`src/rtl/dnn_feed_sequencer.sv`:
```
// dnn_feed_sequencer
//
// Feeds training cases into the DNN input layer. Wide FIFO words are unpacked
// into AW-bit activation slices, lowest slice first, and each slice is paired
// with an ANS_W-bit slice of the case's ideal output. After F = CPC-PIPE feed
// cycles the block inserts PIPE bubble cycles. Cases and epochs are counted
// here. The block stalls while the FIFO is empty.
//
// Ports:
//   clk          rising-edge clock
//   reset        synchronous, active-high
//   start        one-cycle pulse in IDLE that begins a run
//   fifo_dout    FIFO head word (first-word-fall-through)
//   fifo_empty   FIFO empty flag
//   fifo_rd_en   pops the FIFO head word
//   mem_addr     ideal-output memory address (registered)
//   ans_mem      ideal-output memory data, valid one clock after mem_addr
//   act_o        activation slice
//   ans_o        ideal-output slice
//   feed_valid   act_o/ans_o are valid this cycle
//   block_start  high on feed index 0 of each case
//   tc_idx       current training case
//   epoch        current epoch
//   check_o      current case is one of the last CHECKLAST cases of the run
//   stall_cnt    saturating count of cycles stalled on an empty FIFO
//   done         run complete
module dnn_feed_sequencer #(
    parameter int DW        = 128,
    parameter int AW        = 128,
    parameter int CPC       = 66,
    parameter int PIPE      = 2,
    parameter int TC        = 12544,
    parameter int EPOCHS    = 10,
    parameter int LOOP      = 0,
    parameter int CHECKLAST = 1000,
    parameter int NOUT      = 10,
    parameter int NL        = 64,
    parameter int ANS_W     = 1,
    localparam int TW       = (TC > 1) ? $clog2(TC) : 1,
    localparam int EW       = (EPOCHS > 1) ? $clog2(EPOCHS) : 1
) (
    input  logic          clk,
    input  logic          reset,
    input  logic          start,
    input  logic [DW-1:0] fifo_dout,
    input  logic          fifo_empty,
    output logic          fifo_rd_en,
    output logic [TW-1:0] mem_addr,
    input  logic [NOUT-1:0] ans_mem,
    output logic [AW-1:0] act_o,
    output logic [ANS_W-1:0] ans_o,
    output logic          feed_valid,
    output logic          block_start,
    output logic [TW-1:0] tc_idx,
    output logic [EW-1:0] epoch,
    output logic          check_o,
    output logic [31:0]   stall_cnt,
    output logic          done
);

    localparam int F      = CPC - PIPE;
    localparam int R      = DW / AW;
    localparam int NA     = NL / ANS_W;
    localparam int KW     = (F > 1) ? $clog2(F) : 1;
    localparam int RW     = (R > 1) ? $clog2(R) : 1;
    localparam int AIW    = (NA > 1) ? $clog2(NA) : 1;
    localparam int PW     = (PIPE > 1) ? $clog2(PIPE) : 1;
    localparam int THRESH = EPOCHS * TC - CHECKLAST;

    typedef enum logic [1:0] {IDLE, FEED, FLUSH, DONE} state_t;

    state_t         state;
    state_t         state_nx;
    logic [KW-1:0]  k;
    logic [RW-1:0]  r;
    logic [AIW-1:0] a;
    logic [PW-1:0]  f;

    logic           feeding;
    logic           last_k;
    logic           last_r;
    logic           last_a;
    logic           last_f;
    logic           last_tc;
    logic           last_ep;
    logic           run_end;
    logic [TW-1:0]  next_tc;
    logic [NL-1:0]  ans_tc;
    logic [31:0]    lin;

    // r and a track k mod (DW/AW) and k mod (NL/ANS_W) as separate counters
    // so no modulo by a non-power-of-two constant is needed.
    always_comb begin
        feeding = (state == FEED) && !fifo_empty;
        last_k  = (k == KW'(F - 1));
        last_r  = (r == RW'(R - 1));
        last_a  = (a == AIW'(NA - 1));
        last_f  = (f == PW'(PIPE - 1));
        last_tc = (tc_idx == TW'(TC - 1));
        last_ep = (epoch == EW'(EPOCHS - 1));
        run_end = (LOOP == 0) && last_tc && last_ep;
        next_tc = last_tc ? '0 : tc_idx + 1'b1;
    end

    always_comb begin
        state_nx = state;
        case (state)
            IDLE:    if (start) state_nx = FEED;
            FEED:    if (feeding && last_k) state_nx = FLUSH;
            FLUSH:   if (last_f) state_nx = run_end ? DONE : FEED;
            DONE:    state_nx = DONE;
            default: state_nx = IDLE;
        endcase
    end

    // Feed outputs are combinational. A cycle with reset high issues neither
    // a pop nor a valid slice, so no FIFO word is lost across a reset.
    always_comb begin
        ans_tc             = '0;
        ans_tc[NOUT-1:0]   = ans_mem;
        feed_valid         = feeding && !reset;
        fifo_rd_en         = feed_valid && (last_r || last_k);
        block_start        = feed_valid && (k == '0);
        act_o              = '0;
        ans_o              = '0;
        if (feed_valid) begin
            act_o = fifo_dout[r*AW +: AW];
            ans_o = ans_tc[a*ANS_W +: ANS_W];
        end
        done = (state == DONE);
    end

    // Position in the run as a linear case number; check_o is only
    // meaningful while a case is in progress and never in loop mode.
    always_comb begin
        lin     = 32'(epoch) * 32'(TC) + 32'(tc_idx);
        check_o = 1'b0;
        if (LOOP == 0 && (state == FEED || state == FLUSH))
            check_o = (THRESH <= 0) || (lin >= 32'(THRESH));
    end

    // mem_addr is loaded with the next case on entry to FLUSH so the memory
    // read completes during the bubbles. Counters hold at the final case when
    // the run ends.
    always_ff @(posedge clk) begin
        if (reset) begin
            state     <= IDLE;
            k         <= '0;
            r         <= '0;
            a         <= '0;
            f         <= '0;
            mem_addr  <= '0;
            tc_idx    <= '0;
            epoch     <= '0;
            stall_cnt <= '0;
        end else begin
            state <= state_nx;
            if (state == FEED && fifo_empty && stall_cnt != '1)
                stall_cnt <= stall_cnt + 1'b1;
            if (feeding) begin
                if (last_k) begin
                    k        <= '0;
                    r        <= '0;
                    a        <= '0;
                    mem_addr <= next_tc;
                end else begin
                    k <= k + 1'b1;
                    r <= last_r ? '0 : r + 1'b1;
                    a <= last_a ? '0 : a + 1'b1;
                end
            end
            if (state == FLUSH) begin
                if (last_f) begin
                    f <= '0;
                    if (!run_end) begin
                        tc_idx <= next_tc;
                        if (last_tc)
                            epoch <= last_ep ? '0 : epoch + 1'b1;
                    end
                end else begin
                    f <= f + 1'b1;
                end
            end
        end
    end

endmodule

```
`config.mk`:
```
export PLATFORM = sky130hd
export DESIGN_NAME = dnn_feed_sequencer
export DESIGN_NICKNAME = d
export VERILOG_FILES = /design/src/rtl/dnn_feed_sequencer.sv
export SDC_FILE = /design/constraint.sdc
export NUM_CORES = 1
export LEC_CHECK = 0
export CAP_MARGIN = 20
export CORE_AREA = 2 2 130 132
export CTS_CLUSTER_SIZE = 40
export DETAILED_ROUTE_END_ITERATION = 8
export DIE_AREA = 0 0 132 134
export MAX_ROUTING_LAYER = met4
export PLACE_DENSITY_LB_ADDON = 0.3
export SLEW_MARGIN = 20
export SYNTH_ARGS = -nofsm -noshare
export SYNTH_HDL_FRONTEND = slang
export SYNTH_SLANG_ARGS = --single-unit
```
`constraint.sdc`:
```
create_clock -name clk -period 3.22 [get_ports clk]
set_input_delay 0.644 -clock clk [delete_from_list [all_inputs] [get_ports clk]]
set_output_delay 0.644 -clock clk [all_outputs]
set_load 0.1 [all_outputs]
```
* Yosys cells after proc, flatten, opt, wreduce, memory -nomap -nowiden *
Index checks and enable logic that the tools add are counted.

storage, ports and cells
  input bits = 142
  flip-flop bits (word level) = 80
  output and inout bits = 198

operators by class
  magnitude comparators = 1
  bitwise operators = 2
  $mul = 1
  eq/ne operators = 11
  reduce and logical (&&, ||, !) cells = 18
  $add $sub $neg = 8
  shift operators = 2
  muxes and demuxes = 16

operators with widths
  operator               count
  $mux 128               1
  $shiftx 128x9->128     1
  $shiftx 64x7->1        1
  $add 32x1->32 const B  1
  $ne 32x32->1 const B   1
  $add 18x14->19         1
  $ge 19x17->1 const B   1
  $mux 6                 3
  $add 14x1->14 const B  1
  $eq 14x14->1 const B   1
  $mux 14                1
  $add 6x1->6 const B    2
  $eq 6x6->1 const B     2
  $mul 4x6->10 const B   1
  $logic_and 1x1->1      8
  $mux 2                 4
  $pmux 2 s4             1
  $logic_not 6->1        1
  $reduce_and 3->1       2
  $mux 1                 5
  $add 4x1->4 const B    1
  $eq 2x2->1 const B     2
  $eq 4x4->1 const B     1
  $mux 4                 1
  other kinds (10)       15

* Depth between registers and ports, before layout *
Gate-level depths: netlist of the first run.

  depth in word-level cells = 5
  depth in mapped cells = 10
  mapped depth without buffers = 10

* Worst setup path before layout of the first run *
OpenSTA, ideal clock, no wires.

  path type = register to output
  start = register epoch[1]
  end = output check_o
  data required time = 2576 ps
  setup slack = -2213 ps
  stages on the path, launching flop included = 10
  arrival time = 4789 ps
  path through = dfxtp_1 -> inv_1 -> ha_1 -> inv_1 -> ha_1 -> nor2b_1 -> or3b_2 -> o311ai_0 -> nand4_1 -> a21boi_0

between the ends
  word-level cells in the longest chain between the ends = 4

ends and longest elaborated chain
  what                    line  RTL
  start, declared         55    output logic [EW-1:0] epoch,
  start signal, assigned  178   epoch <= last_ep ? '0 : epoch + 1'b1;
  $mul 4x6->10            136   lin = 32'(epoch) * 32'(TC) + 32'(tc_idx);
  $add 18x14->19          136
  $ge 19x17->1            139   check_o = (THRESH <= 0) || (lin >= 32'(THRESH));
  $mux 1                  138   if (LOOP == 0 && (state == FEED || state == FLUSH))
  end, declared           56    output logic check_o,

Every way passes these cells.

* Worst setup path in the final report of the first run *
Ends and elaborated chain as after synthesis.

==> results of run 1 <==
## synthesized netlist by cell type, drive strengths merged (2+ instances only)
cell / instances
nor4b: 6
a21oi: 47
a31oi: 3
mux4: 2
a41oi: 2
nand3b: 2
clkbuf: 47
o21ai: 37
mux2i: 4
o31ai: 15
and3: 133
or4b: 2
nor4: 4
mux2: 5
dfxtp: 79
nand2: 54
and2: 5
buf: 8
o311ai: 2
and4: 5
a31o: 4
or2: 5
nand4: 17
or4: 15
o211ai: 3
nor2b: 8
nand2b: 3
ha: 25
xor2: 14
xnor2: 11
a21boi: 2
a211oi: 9
nor2: 37
a311oi: 2
nand3: 18
inv: 19
or3: 20
o21a: 2
nor3: 10
## layout make-up
cell class	count	area, µm²
Fill cell	1299	5540
Timing Repair Buffer	362	4780
Multi-Input combinational cell	548	3700
Sequential cell	79	1600
Tap cell	220	275
Clock buffer	11	233
Clock inverter	5	82.6
Inverter	19	71.3
Antenna cell	3	7.51
## worst max-delay path, cell delays in order (launching register included)
cell	delay, ns
dfxtp_4	0.36
inv_1	0.06
ha_4	0.27
inv_2	0.04
ha_4	0.25
nor2b_4	0.11
or3b_4	0.38
o311ai_2	0.09
nand4_1	0.19
a21boi_4	0.23
buf_12	0.19
## timing repair
item | 4_1_cts | 5_1_grt
resized for setup | 9 | 15
setup buffers | 5 | 4
pin swaps | 4 | 7
cloned | 0 | 0
endpoints found under the setup margin | 1 | 1
## stage by stage
step | hold slack, ns | std cells | utilization, % | power (W) | instance area [µm²]
floorplan | 0.462 | 701 | - | 0.00183 | 5480
global placement | 0.442 | 1219 | 63.0 | 0.00246 | 10300
detailed placement | 0.451 | 1219 | 63.0 | 0.00246 | 10300
CTS | 0.469 | 1240 | 65.4 | 0.00355 | 10700
global route | 0.483 | 1244 | 65.9 | 0.00364 | 10700
finish | 0.466 | 1247 | 66.0 | 0.00354 | 10700
## sequential cells by signal, indices dropped and copies added, names as in the netlist
register / flops
stall_cnt: 32
mem_addr: 14
tc_idx: 14
a: 6
k: 6
epoch: 4
state: 2
f: 1
## cells by family (layout without fill, tap and decap cells)
group / after synthesis / count (layout) / share of synthesized area, %
flip-flops: 79 / 79 / 29.1
AO/OA/AOI/OAI: 138 / 138 / 15.6
XOR/XNOR: 25 / 25 / 4.04
AND/OR/NAND/NOR: 348 / 348 / 37.1
multiplexers: 11 / 11 / 2.61
other: 0 / 3 / 0
adder cells (fa/ha/maj): 26 / 26 / 6.13
buffers and inverters: 74 / 397 / 5.40
## power by group through the flow
stage	combinational [W]	sequential, W	clock (W)
after detailed placement	0.00142	0.00103	0
final	0.00143	0.00101	0.00110
after floorplan	0.000786	0.00104	0
after CTS	0.00143	0.00101	0.00110
after global routing	0.00148	0.00101	0.00114
after global placement	0.00142	0.00103	0
## layout by cell type (no fill, tap or decap), drive strengths merged, types with 3 or more instances in the layout
master	count
buf	222
clkdlybuf4s50	140
and3	133
dfxtp	79
nand2	54
a21oi	47
nor2	37
o21ai	37
ha	25
or3	20
inv	19
nand3	18
nand4	17
or4	15
o31ai	15
xor2	14
xnor2	11
clkbuf	11
nor3	10
a211oi	9
nor2b	8
nor4b	6
and4	5
mux2	5
and2	5
or2	5
a31o	4
mux2i	4
nor4	4
diode	3
nand2b	3
o211ai	3
a31oi	3
clkinvlp	3
## routing by layer
layer | global-route usage (%) | wire (µm)
met5 | - | 0
met4 | 4.11 | 235
met3 | 13.8 | 3550
met2 | 42.3 | 11500
met1 | 38.5 | 11000
## path summary, 6_finish.rpt
kind / slack (ns) / cells past startpoint / end
setup reg to reg: 0.72 / 7 / tc_idx[13]$_SDFFE_PP0P_
hold reg to reg: 0.47 / 2 / mem_addr[10]$_SDFFE_PP0P_
setup / recovery: 0.04 / 10 / check_o
hold / removal: 0.47 / 2 / mem_addr[10]$_SDFFE_PP0P_
==> metrics.txt, run 1 <==
status completed; Die Height 134 µm; Worst-path clk slew 0.06 ns; Pint 0.00221 W; vias in the first global route 6275; Core Region 0.0163 mm²; ys flop type dfxtp_1; Iter 0 DRT Violations 601; Worst EP required 2.58 ns; CTS Buffer Depth 2; minimum clock period 3.18 ns; Setup crit end kind primary output; PortBufs 339; Pwr Density 330 mW/mm²; GRT overflow 0; element type at the critical path start flip-flop; P_sw 0.00133 W; std cell rows 47; num ports 340; Worst Path Arrival 2.54 ns; Final TNS setup 0 ns; DR pass1 iterations 5; H-tree Lvls 3; top cells by area, synth dfxtp_1, and3_1, ha_1; YS warnings 0; first-pass GRT wire length 38.5 mm; DRT antenna net count 0; Clock power frac 31.0%; max-cap viol count 0; Async S/R FF share, synth 0%; Hold Buf Count CTS 0; sequential share of power 28.6%; wirelength, routed 26.3 mm; leakage power total 4.56 nW; Slew @ Worst Pin 0.806 ns; Max VDD drop 266 µV; syn_nets 869; min-delay worst type flip-flop to flip-flop; Slew Viols, Final 0; area growth from synthesis to layout 98.1%; top cell type's share of synthesized area 29.1%; mapped cell area 0.00543 mm²; CTS tree built; HP Start mem_addr[10]$_SDFFE_PP0P_; TritonCTS buffer count 9; Seq/Total Area, Yosys 29.1%; final RePlAce weighted congestion 0.871; clk sinks 79; critical setup path kind flip-flop to primary output; Remaining DRCs 0; crit-path max FO 4; Die X 132 µm; initial core utilization 33.3%; switch share 37.5%; combinational share of power 40.5%; R2R Path Start tc_idx[0]$_SDFFE_PP0P_; DR vias/cell 5.42; fin crit share 98.8%; CTS Root Buffer Type clkbuf_16; Setup Viol. Count Final 0; Post-Syn Instances 701; largest net degree at the start of global routing 75; Setup crit start epoch[1]$_SDFFE_PP0P_; dominant cell type by area after synthesis dfxtp_1; share of post-route cells with drive strength above 1 28.1%; Max Clk Rate 314 MHz; die area 0.0177 mm²; clk_lat worst skew 0.35 ns; via count 6764; final hold viol count 0; Clock Skew 0.00677 ns; pre-CTS setup slack 0.113 ns; Slew headroom 45.5%; Netlist cell types 63; Final #Nets 1187; Setup WS post-layout 0.0386 ns; initial antenna violation count 9; Avg Inst Size Synth 7.74 µm²; number of enable flip-flop cells after synthesis 0; routed len/inst 21.1 µm; post-detail-place hpwl 20.7 mm; #FFs+latches synth 79; overall global routing resource usage 29.4%
(Power assumes the default switching activity.)
==> run 2: changes to the inputs <==
--- a/config.mk
+++ b/config.mk
@@ -5,6 +5,7 @@
 export SDC_FILE = /design/constraint.sdc
 export NUM_CORES = 1
 export LEC_CHECK = 0
+export ABC_CLOCK_PERIOD_IN_PS = 3220
 export CAP_MARGIN = 20
 export CORE_AREA = 2 2 130 132
 export CTS_CLUSTER_SIZE = 40
==> results of run 2 <==
Final layout, timing and power as in run 1 (identical DEF).
